File: config.mk
export PLATFORM = sky130hd
export DESIGN_NAME = rename_serialize_sequencer_flat
export DESIGN_NICKNAME = d
export VERILOG_FILES = /design/src/rtl/rename_serialize_sequencer_if.sv /design/src/rtl/rename_serialize_sequencer.sv /design/src/flat_wrapper.sv
export SDC_FILE = /design/constraint.sdc
export NUM_CORES = 1
export LEC_CHECK = 0
export BUFFER_PORTS_ARGS = -buffer_cell sky130_fd_sc_hd__buf_2
export CORE_UTILIZATION = 47
export CTS_CLUSTER_DIAMETER = 40
export DETAILED_ROUTE_END_ITERATION = 8
export PLACE_DENSITY = 0.76
export SLEW_MARGIN = 20
export SYNTH_ARGS = -nofsm -noshare
export SYNTH_HDL_FRONTEND = slang
export SYNTH_SLANG_ARGS = --single-unit
File: constraint.sdc
create_clock -name clk -period 2.3 [get_ports clk]
set_clock_uncertainty 0.2 [all_clocks]
set_input_delay 0.115 -clock clk [delete_from_list [all_inputs] [get_ports clk]]
set_output_delay 0.115 -clock clk [all_outputs]
set_load 0.005 [all_outputs]
File: src/rtl/rename_serialize_sequencer_if.sv
// Handshake bundle between the rename pipeline/controller and the serialize sequencer.
// The slave modport is the sequencer's view; master is the surrounding rename logic.
interface rename_serialize_sequencer_if #(
   parameter int CNT_W = 16
) ();
   logic             stall_i;
   logic             clear_i;
   logic             op_valid_i;
   logic             op_serialized_i;
   logic             op_fence_i;
   logic             op_fencei_i;
   logic             al_empty_i;
   logic             sq_empty_i;
   logic             commit_serialized_i;
   logic             ic_flush_ack_i;
   logic             serialize_o;
   logic             ic_flush_req_o;
   logic             dispatch_o;
   logic             busy_o;
   logic [CNT_W-1:0] drain_cycles_o;
   logic             watchdog_err_o;

   modport master (
      output stall_i, clear_i, op_valid_i, op_serialized_i, op_fence_i, op_fencei_i,
             al_empty_i, sq_empty_i, commit_serialized_i, ic_flush_ack_i,
      input  serialize_o, ic_flush_req_o, dispatch_o, busy_o, drain_cycles_o, watchdog_err_o
   );

   modport slave (
      input  stall_i, clear_i, op_valid_i, op_serialized_i, op_fence_i, op_fencei_i,
             al_empty_i, sq_empty_i, commit_serialized_i, ic_flush_ack_i,
      output serialize_o, ic_flush_req_o, dispatch_o, busy_o, drain_cycles_o, watchdog_err_o
   );
endinterface

File: src/rtl/rename_serialize_sequencer.sv
// Sequences serialized ops at rename lane 0: drain older work, flush the I-cache for FENCE.I,
// release one dispatch, then block until commit. Optional watchdog: RSD_SERIALIZE_WATCHDOG_EN.
module rename_serialize_sequencer #(
   parameter int CNT_W          = 16,
   parameter int WATCHDOG_LIMIT = 4096
) (
   input logic                         clk,
   input logic                         rst,
   rename_serialize_sequencer_if.slave bus
);

   typedef enum logic [2:0] {
      IDLE     = 3'd0,
      DRAIN    = 3'd1,
      FLUSH_IC = 3'd2,
      IC_ABORT = 3'd3,
      DISPATCH = 3'd4,
      WAIT_OWN = 3'd5
   } state_t;

   localparam logic [CNT_W-1:0] CNT_MAX = {CNT_W{1'b1}};
   localparam logic [CNT_W-1:0] CNT_ONE = {{(CNT_W-1){1'b0}}, 1'b1};

   state_t           state_r;
   state_t           state_next_s;
   state_t           case_next_s;
   logic             need_sq_r;
   logic             fencei_r;
   logic             seen_commit_r;
   logic [CNT_W-1:0] drain_cnt_r;
   logic             need_sq_s;
   logic             fencei_s;
   logic             drained_s;
   logic             state_en_s;
   logic             leave_idle_s;
   logic             commit_done_s;
   logic             serialize_s;
   logic             ic_req_s;
   logic             dispatch_s;
   logic             cnt_inc_s;

   assign need_sq_s     = (state_r == IDLE) ? (bus.op_fence_i | bus.op_fencei_i) : need_sq_r;
   assign fencei_s      = (state_r == IDLE) ? bus.op_fencei_i : fencei_r;
   assign drained_s     = bus.al_empty_i & (~need_sq_s | bus.sq_empty_i);
   assign state_en_s    = ~bus.stall_i | bus.clear_i | (state_r == FLUSH_IC) | (state_r == IC_ABORT);
   assign commit_done_s = (seen_commit_r | bus.commit_serialized_i) & bus.al_empty_i & bus.sq_empty_i;
   assign leave_idle_s  = (state_r == IDLE) & state_en_s &
                          ((state_next_s == DRAIN) | (state_next_s == FLUSH_IC));

   // Next state and per-state outputs; a flush never withdraws an outstanding I-cache request
   always_comb begin
      case_next_s = state_r;
      serialize_s = 1'b0;
      ic_req_s    = 1'b0;
      dispatch_s  = 1'b0;
      cnt_inc_s   = 1'b0;
      case (state_r)
         IDLE: begin
            if (bus.op_valid_i & bus.op_serialized_i) begin
               if (drained_s & ~fencei_s) begin
                  dispatch_s  = ~bus.stall_i & ~bus.clear_i;
                  case_next_s = WAIT_OWN;
               end else begin
                  serialize_s = 1'b1;
                  case_next_s = drained_s ? FLUSH_IC : DRAIN;
               end
            end else begin
               case_next_s = IDLE;
            end
         end
         DRAIN: begin
            serialize_s = 1'b1;
            cnt_inc_s   = 1'b1;
            if (drained_s) begin
               case_next_s = fencei_s ? FLUSH_IC : DISPATCH;
            end else begin
               case_next_s = DRAIN;
            end
         end
         FLUSH_IC: begin
            serialize_s = 1'b1;
            ic_req_s    = 1'b1;
            cnt_inc_s   = 1'b1;
            case_next_s = bus.ic_flush_ack_i ? DISPATCH : FLUSH_IC;
         end
         IC_ABORT: begin
            serialize_s = 1'b1;
            ic_req_s    = 1'b1;
            case_next_s = bus.ic_flush_ack_i ? IDLE : IC_ABORT;
         end
         DISPATCH: begin
            dispatch_s  = ~bus.stall_i & ~bus.clear_i;
            case_next_s = WAIT_OWN;
         end
         WAIT_OWN: begin
            serialize_s = 1'b1;
            case_next_s = commit_done_s ? IDLE : WAIT_OWN;
         end
         default: begin
            case_next_s = IDLE;
         end
      endcase
      if (bus.clear_i) begin
         if (((state_r == FLUSH_IC) || (state_r == IC_ABORT)) && !bus.ic_flush_ack_i) begin
            state_next_s = IC_ABORT;
         end else begin
            state_next_s = IDLE;
         end
      end else begin
         state_next_s = case_next_s;
      end
   end

   // FSM state register, frozen by stall except while waiting on the I-cache
   always_ff @(posedge clk) begin
      if (rst) begin
         state_r <= IDLE;
      end else if (state_en_s) begin
         state_r <= state_next_s;
      end else begin
         state_r <= state_r;
      end
   end

   // Op attributes sampled while IDLE so later states ignore the lane-0 inputs
   always_ff @(posedge clk) begin
      if (rst) begin
         need_sq_r <= 1'b0;
         fencei_r  <= 1'b0;
      end else if (state_r == IDLE) begin
         need_sq_r <= need_sq_s;
         fencei_r  <= fencei_s;
      end else begin
         need_sq_r <= need_sq_r;
         fencei_r  <= fencei_r;
      end
   end

   // Commit can precede the drain of older work, so remember it until WAIT_OWN exits
   always_ff @(posedge clk) begin
      if (rst) begin
         seen_commit_r <= 1'b0;
      end else if (state_r != WAIT_OWN) begin
         seen_commit_r <= 1'b0;
      end else if (state_en_s && (state_next_s == IDLE)) begin
         seen_commit_r <= 1'b0;
      end else if (bus.commit_serialized_i) begin
         seen_commit_r <= 1'b1;
      end else begin
         seen_commit_r <= seen_commit_r;
      end
   end

   // Saturating count of DRAIN/FLUSH_IC cycles, restarted whenever an op leaves IDLE that way
   always_ff @(posedge clk) begin
      if (rst) begin
         drain_cnt_r <= '0;
      end else if (leave_idle_s) begin
         drain_cnt_r <= '0;
      end else if (cnt_inc_s && (drain_cnt_r != CNT_MAX)) begin
         drain_cnt_r <= drain_cnt_r + CNT_ONE;
      end else begin
         drain_cnt_r <= drain_cnt_r;
      end
   end

   assign bus.serialize_o    = serialize_s;
   assign bus.ic_flush_req_o = ic_req_s;
   assign bus.dispatch_o     = dispatch_s;
   assign bus.busy_o         = (state_r != IDLE);
   assign bus.drain_cycles_o = drain_cnt_r;

`ifdef RSD_SERIALIZE_WATCHDOG_EN
   localparam int              WD_W   = $clog2(WATCHDOG_LIMIT + 1);
   localparam logic [WD_W-1:0] WD_LIM = WD_W'(WATCHDOG_LIMIT);
   localparam logic [WD_W-1:0] WD_ONE = WD_W'(1);

   logic [WD_W-1:0] wd_cnt_r;
   logic            wd_err_r;

   // Consecutive busy cycles; the error latches on the cycle the count reaches the limit
   always_ff @(posedge clk) begin
      if (rst) begin
         wd_cnt_r <= '0;
         wd_err_r <= 1'b0;
      end else if (state_r == IDLE) begin
         wd_cnt_r <= '0;
         wd_err_r <= wd_err_r;
      end else begin
         wd_cnt_r <= (wd_cnt_r != WD_LIM) ? (wd_cnt_r + WD_ONE) : wd_cnt_r;
         wd_err_r <= wd_err_r | (wd_cnt_r == (WD_LIM - WD_ONE));
      end
   end

   assign bus.watchdog_err_o = wd_err_r;
`else
   assign bus.watchdog_err_o = 1'b0;
`endif

endmodule

File: src/flat_wrapper.sv
// flat-port wrapper written by rule: the top's interface ports become plain ports
module rename_serialize_sequencer_flat 
#(
   parameter int CNT_W          = 16,
   parameter int WATCHDOG_LIMIT = 4096
)
  (clk, rst, bus_stall_i, bus_clear_i, bus_op_valid_i, bus_op_serialized_i, bus_op_fence_i, bus_op_fencei_i, bus_al_empty_i, bus_sq_empty_i, bus_commit_serialized_i, bus_ic_flush_ack_i, bus_serialize_o, bus_ic_flush_req_o, bus_dispatch_o, bus_busy_o, bus_drain_cycles_o, bus_watchdog_err_o);
  rename_serialize_sequencer_if #(.CNT_W(CNT_W)) bus_i ();
  input logic clk;
  input logic rst;
  input wire logic [$bits(bus_i.stall_i)-1:0] bus_stall_i;
  input wire logic [$bits(bus_i.clear_i)-1:0] bus_clear_i;
  input wire logic [$bits(bus_i.op_valid_i)-1:0] bus_op_valid_i;
  input wire logic [$bits(bus_i.op_serialized_i)-1:0] bus_op_serialized_i;
  input wire logic [$bits(bus_i.op_fence_i)-1:0] bus_op_fence_i;
  input wire logic [$bits(bus_i.op_fencei_i)-1:0] bus_op_fencei_i;
  input wire logic [$bits(bus_i.al_empty_i)-1:0] bus_al_empty_i;
  input wire logic [$bits(bus_i.sq_empty_i)-1:0] bus_sq_empty_i;
  input wire logic [$bits(bus_i.commit_serialized_i)-1:0] bus_commit_serialized_i;
  input wire logic [$bits(bus_i.ic_flush_ack_i)-1:0] bus_ic_flush_ack_i;
  output wire logic [$bits(bus_i.serialize_o)-1:0] bus_serialize_o;
  output wire logic [$bits(bus_i.ic_flush_req_o)-1:0] bus_ic_flush_req_o;
  output wire logic [$bits(bus_i.dispatch_o)-1:0] bus_dispatch_o;
  output wire logic [$bits(bus_i.busy_o)-1:0] bus_busy_o;
  output wire logic [$bits(bus_i.drain_cycles_o)-1:0] bus_drain_cycles_o;
  output wire logic [$bits(bus_i.watchdog_err_o)-1:0] bus_watchdog_err_o;
  assign bus_i.stall_i = bus_stall_i;
  assign bus_i.clear_i = bus_clear_i;
  assign bus_i.op_valid_i = bus_op_valid_i;
  assign bus_i.op_serialized_i = bus_op_serialized_i;
  assign bus_i.op_fence_i = bus_op_fence_i;
  assign bus_i.op_fencei_i = bus_op_fencei_i;
  assign bus_i.al_empty_i = bus_al_empty_i;
  assign bus_i.sq_empty_i = bus_sq_empty_i;
  assign bus_i.commit_serialized_i = bus_commit_serialized_i;
  assign bus_i.ic_flush_ack_i = bus_ic_flush_ack_i;
  assign bus_serialize_o = bus_i.serialize_o;
  assign bus_ic_flush_req_o = bus_i.ic_flush_req_o;
  assign bus_dispatch_o = bus_i.dispatch_o;
  assign bus_busy_o = bus_i.busy_o;
  assign bus_drain_cycles_o = bus_i.drain_cycles_o;
  assign bus_watchdog_err_o = bus_i.watchdog_err_o;
  rename_serialize_sequencer #(.CNT_W(CNT_W), .WATCHDOG_LIMIT(WATCHDOG_LIMIT)) u_core (.clk(clk), .rst(rst), .bus(bus_i));
endmodule
==> results of run 1 <==
registers in the layout, indices dropped and copies added, names as in the netlist:
| name | cells |
|---|---|
| u_core.bus.drain_cycles_o | 16 |
| u_core.state_r | 3 |
| u_core.fencei_r | 1 |
| u_core.need_sq_r | 1 |
| u_core.seen_commit_r | 1 |
per-layer routing:
| layer | wire length [µm] | share of wire [%] |
|---|---|---|
| met5 | 0 | 0 |
| met2 | 1740 | 50 |
| met3 | 177 | 5.1 |
| met4 | 72 | 2.1 |
| met1 | 1470 | 42 |
per-stage QoR:
step | std cells | power, mW | instance area [µm²]
after detailed placement | 223 | 0.506 | 1580
after global routing | 232 | 0.851 | 1740
after CTS | 232 | 0.808 | 1690
after floorplan | 159 | 0.471 | 1370
after global placement | 223 | 0.502 | 1580
final | 232 | 0.820 | 1740
cells in the mapped netlist (4+ instances only):
library cell,number
sky130_fd_sc_hd__nor3_1,15
sky130_fd_sc_hd__dfxtp_1,22
sky130_fd_sc_hd__o21ai_0,6
sky130_fd_sc_hd__inv_1,5
sky130_fd_sc_hd__xor2_1,12
sky130_fd_sc_hd__nand3_1,9
sky130_fd_sc_hd__nor2_1,8
sky130_fd_sc_hd__nand2_1,9
sky130_fd_sc_hd__o211ai_1,4
sky130_fd_sc_hd__nand4_1,5
power breakdown:
part	internal [mW]	switching (mW)
sequential	0.386	0.00573
combinational	0.0572	0.0705
clock	0.176	0.124
worst max-delay path by stage:
stage	slack [ns]	from	endpoint	depth (start not counted)
after floorplan	0.1	u_core.state_r[0]	u_core.bus.drain_cycles_o[14]	7
after global placement	0.11	u_core.state_r[2]	u_core.bus.drain_cycles_o[1]	7
after detailed placement	0.002	u_core.state_r[1]	u_core.bus.drain_cycles_o[7]	6
after CTS	0.03	u_core.state_r[2]	u_core.bus.drain_cycles_o[3]	7
after global routing	-0.07	u_core.state_r[2]	u_core.bus.drain_cycles_o[3]	7
final	0.03	u_core.state_r[0]	bus_serialize_o	6
final cells by class:
type | count | area (µm²)
clock inverters | 1 | 30.0
flip-flops and latches | 22 | 447
well taps | 31 | 38.8
repair buffers | 46 | 282
clock buffers | 3 | 22.5
multi-input cells | 123 | 896
inverters | 6 | 22.5
fillers | 247 | 1020
logic make-up (layout without fill, tap and decap cells):
group	count (synthesis)	count (layout)	synth area share, %
flip-flops	22	22	32.2
adder cells (fa/ha/maj)	1	1	0.916
multiplexers	3	3	2.29
AND/OR/NAND/NOR	74	74	32.2
buffers and inverters	14	56	5.40
AO/OA/AOI/OAI	31	31	18.3
XOR/XNOR	13	13	8.33
other	1	1	0.274
worst max-delay path: stages, from the launching register on:
cell                      delay, ns
sky130_fd_sc_hd__dfxtp_2       0.37
sky130_fd_sc_hd__nor3_4        0.23
sky130_fd_sc_hd__mux2_4        0.36
sky130_fd_sc_hd__nor3_4        0.16
sky130_fd_sc_hd__nand2_1       0.08
sky130_fd_sc_hd__a221o_1       0.32
sky130_fd_sc_hd__buf_2         0.13
repair_timing:
| item | CTS | global route |
|---|---|---|
| setup buffers | 1 | 0 |
| hold endpoints to repair | 3 | 0 |
| resized for setup | 3 | 9 |
| hold buffers | 4 | 0 |
| gates cloned | 0 | 0 |
| pin swaps | 2 | 2 |
| endpoints found under the setup margin | 10 | 17 |
==> reports/summary.log, run 1 <==
[global_routing] global-route layer with the greatest usage met2
[worst_hold_path] Tightest Hold Check Type in2reg
[final_layout] Inserted Diodes 0
[worst_setup_path] worst r2r dst u_core.bus.drain_cycles_o[10]
[worst_setup_path] biggest fanout along the worst timing path 3
[synthesis] fraction of synthesized cell area taken by the top area cell type 32.2%
[floorplan] number of placed I/O pins 33
[global_routing] largest net degree at the start of global routing 22
[detailed_routing] Initial DRT Pass Iterations 4
[detailed_routing] average routed wire per standard cell 14.9 µm
[floorplan] Core ar. 2760 µm²
[detailed_routing] antenna-violating nets left 0
[synthesis] synthesized instance count 159
[worst_setup_path] Crit. End Element output port
[worst_setup_path] reg2reg start u_core.state_r[0]
[synthesis] cell area after technology mapping 1370 µm²
[floorplan] initial core utilization 49.5%
[run] max-cap check violation count 0
[pwr] total power per unit cell area 472 nW/µm²
[run_status] result of the run finished, final reports clean
[synthesis] syn avg cell area 8.59 µm²
[floorplan] number of rows in the core area 19
[final_layout] share of cells above drive strength 1 30.8%
[worst_setup_path] Arr. time, crit path 1.96 ns
[worst_setup_path] slack of the worst reg-to-reg path 0.05 ns
[clocking] number of clock sinks 22
[floorplan] Die ar. 3130 µm²
[detailed_routing] vias post-DR 1383
[clocking] maximum count of clock buffers along a single path 2
[sta] Max transition margin 65.9%
[sta] max-slew violation count 0
[worst_hold_path] Min-Delay Startpoint bus_clear_i
[detailed_routing] detail-routed via count per cell 5.96
[final_layout] fraction of the core area covered by cells at the end of the flow 63.0%
[synthesis] primary flip-flop cell chosen by synthesis mapping sky130_fd_sc_hd__dfxtp_1
[placement] worst slack at placement 0.00249 ns
[sta] setup repair after global routing missed its margin yes
[placement] count of buffers from port buffering 31
[sta] final hold viol count 0
[synthesis] YS warnings 0
[final_layout] number of nets in the layout 215
[placement] routability-driven placement congestion ratio 0.893
[synthesis] share of synthesized registers carrying an async set or reset 0%
[worst_setup_path] category of the most critical setup path reg2out
[detailed_routing] post-detailed-route DRC marker count 0
[sta] fmax 440 MHz
[synthesis] total of flip-flops plus latches after synthesis 22
[sta] aggregate negative setup slack 0 ns
[global_routing] vias in the first global route 1380
[final_layout] most common cell after layout, fill and taps aside sky130_fd_sc_hd__buf_2
[worst_setup_path] required time at the worst-slack endpoint 1.99 ns
[synthesis] post-synthesis cell type count 52
[pwr] Static Leak 0.734 nW
[global_routing] total routing usage reported by global routing 23.1%
[global_routing] GRT met1 Usage 27.5%
[clocking] CTS clock-pin slew for the worst setup and hold paths 0.12 ns
[worst_setup_path] Critical Path Source Type flop
[clocking] CTS H-tree depth 1
[worst_setup_path] logic depth of the worst register-to-register path 8
[global_routing] met2 usage in global routing 41.7%
[sta] Worst Hold Slack 0.00858 ns
[global_routing] first-pass GRT wire length 5.88 mm
[synthesis] EDFF count, synth 0
[pwr] worst-case vdd ir drop 355 µV
[synthesis] most area-hungry cell type in the Yosys netlist sky130_fd_sc_hd__dfxtp_1
[clocking] TritonCTS clock tree done
[sta] shortest period the worst path allows 2.27 ns
[final_layout] most used cells in the layout excluding fill and tap cells 31 x sky130_fd_sc_hd__buf_2, 19 x sky130_fd_sc_hd__dfxtp_1, 14 x sky130_fd_sc_hd__nor3_1
[synthesis] share of the yosys chip area belonging to registers 32.2%
[clocking] total CTS buffers 3
[sta] final worst-path setup slack 0.0289 ns
[synthesis] Syn Nets 172
[placement] sum of net half-perimeters after detailed placement 2.40 mm
[floorplan] width of the chip 55.9 µm
[global_routing] met3 track demand over resource in global routing 3.72%
[clocking] clock tree root buffer cell sky130_fd_sc_hd__clkbuf_4
[floorplan] die boundary height 55.9 µm
[sta] # setup viols final 0
[sta] fin crit share 98.7%
[detailed_routing] routed wire length 3.46 mm
[global_routing] leftover overflow at the end of global routing 0
[synthesis] most area-consuming cells after synthesis sky130_fd_sc_hd__dfxtp_1 32%, sky130_fd_sc_hd__xor2_1 7.7%, sky130_fd_sc_hd__nor3_1 5.5%
[final_layout] Area growth syn-to-layout 27.2%
[clocking] later-pin clock latency in the skew report 0.32 ns
[worst_hold_path] capture endpoint of the worst hold path u_core.state_r[0]
[sta] Worst Tran Pin Value 0.498 ns
[worst_hold_path] Min-Delay Path Depth 3
[global_routing] initial antenna violation count 0
[detailed_routing] Iter 0 DRT Violations 59
Power figures use the tool's default switching activity.
==> inputs of run 2 (changes only) <==
MAX_ROUTING_LAYER = met4   (was default)
==> reports/summary.log, run 2 (same netlist as run 1, synthesis figures left out) <==
[sta] aggregate negative setup slack 0 ns [unchanged]
[worst_setup_path] biggest fanout along the worst timing path 3 [unchanged]
[global_routing] GRT met1 Usage 27.4% [was 27.5%]
[worst_setup_path] category of the most critical setup path reg2out [unchanged]
[detailed_routing] routed wire length 3.43 mm [was 3.46 mm]
[final_layout] Fillers 247 [unchanged]
[worst_setup_path] sequence of cells on the critical path nor3_4 > mux2_4 > nor3_4 > nand2_1 > a221o_1 > buf_2 [unchanged]
[worst_setup_path] reg2reg start u_core.state_r[0] [unchanged]
[final_layout] flip-flop count of the largest register after layout 16 [unchanged]
[final_layout] share of cells above drive strength 1 30.8% [unchanged]
[detailed_routing] average routed wire per standard cell 14.8 µm [was 14.9 µm]
[final_layout] area occupied by multi-input gates 896 µm² [unchanged]
[placement] routability-driven placement congestion ratio 0.908 [was 0.893]
[run_status] result of the run finished, final reports clean [unchanged]
[clocking] maximum count of clock buffers along a single path 2 [unchanged]
[worst_setup_path] worst r2r dst u_core.bus.drain_cycles_o[10] [unchanged]
[global_routing] met2 usage in global routing 41.0% [was 41.7%]
[global_routing] global-route layer with the greatest usage met2 [unchanged]
[worst_setup_path] worst stage delay on the critical path 0.37 ns [about the same]
[clocking] number of clock sinks 22 [unchanged]
[global_routing] initial antenna violation count 0 [unchanged]
[final_layout] Inserted Diodes 0 [unchanged]
[worst_setup_path] CP Launch Point u_core.state_r[0] [unchanged]
[global_routing] vias in the first global route 1395 [was 1380]
[placement] worst slack at placement 0.00249 ns [unchanged]
[final_layout] most used cells in the layout excluding fill and tap cells 31 x sky130_fd_sc_hd__buf_2, 19 x sky130_fd_sc_hd__dfxtp_1, 14 x sky130_fd_sc_hd__nor3_1 [unchanged]
[placement] post-detailed-placement cell area 1580 µm² [unchanged]
[pwr] worst-case vdd ir drop 353 µV [was 355 µV]
[clocking] total CTS buffers 3 [unchanged]
[sta] max-slew violation count 0 [unchanged]
[detailed_routing] post-detailed-route DRC marker count 0 [unchanged]
[worst_setup_path] standard cell with the maximum stage delay on the critical path sky130_fd_sc_hd__dfxtp_2 [unchanged]
[worst_setup_path] Critical Path Source Type flop [unchanged]
[floorplan] Core ar. 2760 µm² [unchanged]
[final_layout] Area growth syn-to-layout 27.2% [unchanged]
[sta] setup repair after global routing missed its margin yes [unchanged]
[worst_setup_path] Top cell by count, worst path sky130_fd_sc_hd__nor3_4 [unchanged]
[clocking] later-pin clock latency in the skew report 0.31 ns [was 0.32 ns]
[detailed_routing] detail-routed via count per cell 6.01 [was 5.96]
[pwr] Static Leak 0.734 nW [unchanged]
[sta] Worst Tran Pin Value 0.499 ns [was 0.498 ns]
[sta] Max transition margin 65.9% [about the same]
[sta] final hold viol count 0 [unchanged]
[floorplan] width of the chip 55.9 µm [unchanged]
[sta] final worst-path setup slack 0.0381 ns [was 0.0289 ns]
[sta] # setup viols final 0 [unchanged]
[detailed_routing] vias post-DR 1394 [was 1383]
[clocking] TritonCTS clock tree done [unchanged]
[placement] count of buffers from port buffering 31 [unchanged]
[worst_setup_path] slack of the worst reg-to-reg path 0.04 ns [was 0.05 ns]
[run] max-cap check violation count 0 [unchanged]
[sta] shortest period the worst path allows 2.26 ns [was 2.27 ns]
[worst_setup_path] logic depth of the worst setup path including buffers 6 [unchanged]
[worst_hold_path] Tightest Hold Check Type in2reg [unchanged]
[global_routing] first-pass GRT wire length 5.85 mm [was 5.88 mm]
[final_layout] most common cell after layout, fill and taps aside sky130_fd_sc_hd__buf_2 [unchanged]
[floorplan] number of rows in the core area 19 [unchanged]
[sta] fmax 442 MHz [was 440 MHz]
[clocking] clock tree root buffer cell sky130_fd_sc_hd__clkbuf_4 [unchanged]
[worst_setup_path] Arr. time, crit path 1.95 ns [was 1.96 ns]
[final_layout] area taken by flip-flops and latches 447 µm² [unchanged]
[worst_setup_path] count of buffer and inverter cells on the critical path 1 [unchanged]
[global_routing] total routing usage reported by global routing 23.7% [was 23.1%]
[final_layout] number of nets in the layout 215 [unchanged]
[pwr] total power per unit cell area 468 nW/µm² [was 472 nW/µm²]
[global_routing] largest net degree at the start of global routing 22 [unchanged]
[floorplan] number of placed I/O pins 33 [unchanged]
[worst_setup_path] Critical Path End bus_serialize_o [unchanged]
[sta] fin crit share 98.3% [was 98.7%]
[clocking] CTS H-tree depth 1 [unchanged]
[worst_setup_path] Worst path top cell family by delay simple AND/OR/NAND/NOR gates [unchanged]
[final_layout] fraction of the core area covered by cells at the end of the flow 63.0% [unchanged]
[global_routing] leftover overflow at the end of global routing 0 [unchanged]
[floorplan] Die ar. 3130 µm² [unchanged]
[detailed_routing] Iter 0 DRT Violations 57 [was 59]
[final_layout] Cell Count, Final, Fillers Out 232 [unchanged]
[detailed_routing] antenna-violating nets left 0 [unchanged]
[placement] sum of net half-perimeters after detailed placement 2.40 mm [unchanged]
[placement] number of instances in the placed design 223 [unchanged]
[floorplan] die boundary height 55.9 µm [unchanged]
[worst_setup_path] required time at the worst-slack endpoint 1.99 ns [about the same]
[clocking] CTS clock-pin slew for the worst setup and hold paths 0.12 ns [about the same]
[worst_setup_path] Crit. End Element output port [unchanged]
[floorplan] initial core utilization 49.5% [unchanged]
[global_routing] met3 track demand over resource in global routing 3.49% [was 3.72%]
[detailed_routing] Initial DRT Pass Iterations 4 [unchanged]
[final_layout] Final Cell Area 1740 µm² [unchanged]
[worst_setup_path] logic depth of the worst register-to-register path 8 [unchanged]
## run 2: worst min path at each step
stage	from	endpoint	slack [ns]	cells after the start
5_1_grt	bus_clear_i	u_core.state_r[0]	0.03	3
3_3_place_gp	bus_op_fence_i	u_core.need_sq_r	0.24	3
6_report	bus_clear_i	u_core.state_r[0]	0.02	3
2_1_floorplan	bus_clear_i	u_core.state_r[0]	0.1	2
4_1_cts	bus_clear_i	u_core.state_r[0]	0.008	3
3_5_place_dp	bus_op_fence_i	u_core.need_sq_r	0.25	3
## run 2: per-layer routing
layer	wire length, µm	vias up
met1	1470	654
met4	75	0
met3	167	9
met2	1710	52
met5	0	-
li1	-	679
## run 2: what timing repair did
| item | CTS | global route |
|---|---|---|
| pin swaps | 2 | 2 |
| hold endpoints to repair | 3 | 0 |
| endpoints found under the setup margin | 10 | 17 |
| setup buffers | 1 | 0 |
| cloned | 0 | 0 |
| hold buffers | 4 | 0 |
| resized for setup | 3 | 9 |
## run 2: worst register-to-register path: stages, from the launching register on
cell and delay (ns):
sky130_fd_sc_hd__dfxtp_2 0.37, sky130_fd_sc_hd__nor3_4 0.23, sky130_fd_sc_hd__buf_4 0.17, sky130_fd_sc_hd__inv_2 0.09
sky130_fd_sc_hd__nor3b_4 0.30, sky130_fd_sc_hd__o41ai_4 0.14, sky130_fd_sc_hd__a2111oi_4 0.39, sky130_fd_sc_hd__buf_4 0.22
sky130_fd_sc_hd__nor3_1 0.06
## run 2: cell type report
type | count | area share [%]
multi-input cells | 123 | 51.5
flip-flops and latches | 22 | 25.7
repair buffers | 46 | 16.2
well taps | 31 | 2.23
clock inverters | 1 | 1.73
clock buffers | 3 | 1.30
inverters | 6 | 1.30
## run 2: per-stage QoR
stage / power, mW / hold slack (ns)
after global routing: 0.851 / 0.0333
after global placement: 0.502 / 0.242
after detailed placement: 0.506 / 0.252
final: 0.814 / 0.0181
after floorplan: 0.471 / 0.0989
after CTS: 0.808 / 0.00800
## run 2: power by group
part | leakage, nW | switching, mW | internal, mW
clock network | 0.0279 | 0.118 | 0.176
registers | 0.180 | 0.00575 | 0.386
logic | 0.527 | 0.0706 | 0.0572
==> inputs of run 3 (changes only) <==
CORE_ASPECT_RATIO = 0.6   (was default)
==> reports/summary.log, run 3 (same netlist as run 1, synthesis figures left out) <==
[run_status] result of the run finished, final reports clean [unchanged]
[global_routing] first-pass GRT wire length 6.09 mm [was 5.85 mm]
[worst_setup_path] worst stage delay on the critical path 0.45 ns [was 0.37 ns]
[clocking] TritonCTS clock tree done [unchanged]
[final_layout] flip-flop count of the largest register after layout 16 [unchanged]
[sta] shortest period the worst path allows 2.24 ns [was 2.26 ns]
[sta] final hold viol count 0 [unchanged]
[detailed_routing] routed wire length 3.83 mm [was 3.43 mm]
[global_routing] total routing usage reported by global routing 26.2% [was 23.7%]
[placement] sum of net half-perimeters after detailed placement 2.76 mm [was 2.40 mm]
[sta] fmax 446 MHz [was 442 MHz]
[clocking] later-pin clock latency in the skew report 0.26 ns [was 0.31 ns]
[pwr] worst-case vdd ir drop 334 µV [was 353 µV]
[worst_setup_path] Critical Path Source Type flop [unchanged]
[worst_hold_path] Tightest Hold Check Type in2reg [unchanged]
[floorplan] width of the chip 71.6 µm [was 55.9 µm]
[clocking] clock tree root buffer cell sky130_fd_sc_hd__clkbuf_8 [was sky130_fd_sc_hd__clkbuf_4]
[global_routing] vias in the first global route 1257 [was 1395]
[detailed_routing] average routed wire per standard cell 16.3 µm [was 14.8 µm]
[floorplan] number of rows in the core area 14 [was 19]
[sta] max-slew violation count 0 [unchanged]
[sta] # setup viols final 0 [unchanged]
[detailed_routing] Iter 0 DRT Violations 222 [was 57]
[detailed_routing] antenna-violating nets left 0 [unchanged]
[floorplan] Die ar. 3130 µm² [about the same]
[placement] post-detailed-placement cell area 1620 µm² [was 1580 µm²]
[worst_hold_path] Min-Delay Startpoint bus_ic_flush_ack_i [was bus_clear_i]
[worst_setup_path] CP Launch Point u_core.state_r[0] [unchanged]
[floorplan] number of placed I/O pins 33 [unchanged]
[detailed_routing] vias post-DR 1452 [was 1394]
[final_layout] Area growth syn-to-layout 27.8% [was 27.2%]
[final_layout] Fillers 223 [was 247]
[sta] aggregate negative setup slack 0 ns [unchanged]
[worst_setup_path] Arr. time, crit path 2.18 ns [was 1.95 ns]
[final_layout] Final Cell Area 1750 µm² [was 1740 µm²]
[worst_setup_path] Crit. End Element flop [was output port]
[global_routing] leftover overflow at the end of global routing 0 [unchanged]
[clocking] total CTS buffers 3 [unchanged]
[worst_setup_path] biggest fanout along the worst timing path 8 [was 3]
[final_layout] most common cell after layout, fill and taps aside sky130_fd_sc_hd__buf_2 [unchanged]
[floorplan] initial core utilization 52.0% [was 49.5%]
[placement] number of instances in the placed design 228 [was 223]
[placement] worst slack at placement -0.0539 ns [was 0.00249 ns]
[detailed_routing] post-detailed-route DRC marker count 0 [unchanged]
[pwr] total power per unit cell area 459 nW/µm² [was 468 nW/µm²]
[final_layout] number of nets in the layout 216 [was 215]
[sta] Worst Hold Slack 0.0118 ns [was 0.0181 ns]
[detailed_routing] Initial DRT Pass Iterations 4 [unchanged]
[final_layout] most used cells in the layout excluding fill and tap cells 31 x sky130_fd_sc_hd__buf_2, 19 x sky130_fd_sc_hd__dfxtp_1, 15 x sky130_fd_sc_hd__buf_4 [was 31 x sky130_fd_sc_hd__buf_2, 19 x sky130_fd_sc_hd__dfxtp_1, 14 x sky130_fd_sc_hd__nor3_1]
[clocking] CTS clock-pin slew for the worst setup and hold paths 0.08 ns [was 0.12 ns]
[worst_setup_path] standard cell with the maximum stage delay on the critical path sky130_fd_sc_hd__a221oi_2 [was sky130_fd_sc_hd__dfxtp_2]
[run] max-cap check violation count 0 [unchanged]
[detailed_routing] detail-routed via count per cell 6.21 [was 6.01]
[final_layout] Inserted Diodes 0 [unchanged]
[pwr] Tot Pwr 0.801 mW [was 0.814 mW]
[final_layout] share of cells above drive strength 1 33.2% [was 30.8%]
[worst_setup_path] count of buffer and inverter cells on the critical path 1 [unchanged]
[clocking] number of clock sinks 22 [unchanged]
[clocking] maximum count of clock buffers along a single path 2 [unchanged]
[placement] routability-driven placement congestion ratio 0.918 [was 0.908]
[global_routing] initial antenna violation count 0 [unchanged]
[placement] count of buffers from port buffering 31 [unchanged]
[worst_setup_path] reg2reg start u_core.state_r[0] [unchanged]
[worst_setup_path] category of the most critical setup path reg2reg [was reg2out]
[sta] fin crit share 97.4% [was 98.3%]
[pwr] Static Leak 0.743 nW [was 0.734 nW]
[final_layout] Cell Count, Final, Fillers Out 234 [was 232]
[worst_setup_path] Worst path top cell family by delay compound AO/OA/AOI/OAI gates [was simple AND/OR/NAND/NOR gates]
[sta] final worst-path setup slack 0.0597 ns [was 0.0381 ns]
[worst_setup_path] required time at the worst-slack endpoint 2.24 ns [was 1.99 ns]
[global_routing] largest net degree at the start of global routing 22 [unchanged]
[floorplan] die boundary height 43.8 µm [was 55.9 µm]
[worst_setup_path] sequence of cells on the critical path o2111ai_1 > a221oi_2 > o41ai_4 > a2111oi_4 > buf_4 > nor3_1 [was nor3_4 > mux2_4 > nor3_4 > nand2_1 > a221o_1 > buf_2]
[clocking] CTS H-tree depth 1 [unchanged]
[floorplan] Core ar. 2630 µm² [was 2760 µm²]
[final_layout] fraction of the core area covered by cells at the end of the flow 66.5% [was 63.0%]
[run 3: cell types whose count changed in the layout (fill, tap and decap cells not counted), moves of 3 or more]
cell                            change
sky130_fd_sc_hd__buf_4              +5
sky130_fd_sc_hd__clkbuf_4           -3
sky130_fd_sc_hd__clkbuf_8           +4
sky130_fd_sc_hd__dlygate4sd3_1      -3
[run 3: layout make-up]
cell class | instances | area (µm²) | share of cell area [%]
inverters | 6 | 22.5 | 1.29
well taps | 32 | 40.0 | 2.29
clock buffers | 4 | 55.1 | 3.15
repair buffers | 47 | 278 | 15.9
multi-input cells | 123 | 902 | 51.6
flip-flops and latches | 22 | 449 | 25.7
[run 3: final timing paths]
| kind | cells after the start | end | slack, ns |
|---|---|---|---|
| hold / removal | 4 | u_core.state_r[0] | 0.01 |
| setup reg to reg | 6 | u_core.bus.drain_cycles_o[14] | 0.06 |
| setup / recovery | 6 | u_core.bus.drain_cycles_o[14] | 0.06 |
| hold reg to reg | 2 | u_core.need_sq_r | 0.26 |
[run 3: what timing repair did]
action	CTS	global route
gates resized for setup	6	8
pin swaps	2	3
hold buffers	1	0
hold endpoints to repair	1	0
setup buffers	0	1
endpoints found under the setup margin	17	17
[run 3: worst register-to-register path, delay by kind of cell (launching register included)]
family          cells  cell delay, ns
compound gates      4            1.23
flops               1            0.40
simple gates        1            0.07
buf+inv             1            0.23
[run 3: where the power goes]
group	internal, mW	leakage, nW	total, mW	switching [mW]
clock network	0.152	0.0288	0.276	0.123
logic	0.0587	0.535	0.132	0.0738
registers	0.385	0.180	0.393	0.00757
total	0.597	0.743	0.801	0.205
[run 3: metal layers]
metal	share of wire [%]	track usage, %	vias up
met1	47	38.2	677
li1	-	-	686
met3	8.5	6.51	10
met5	0	-	-
met4	1.5	5.88	0
met2	43	36.0	79
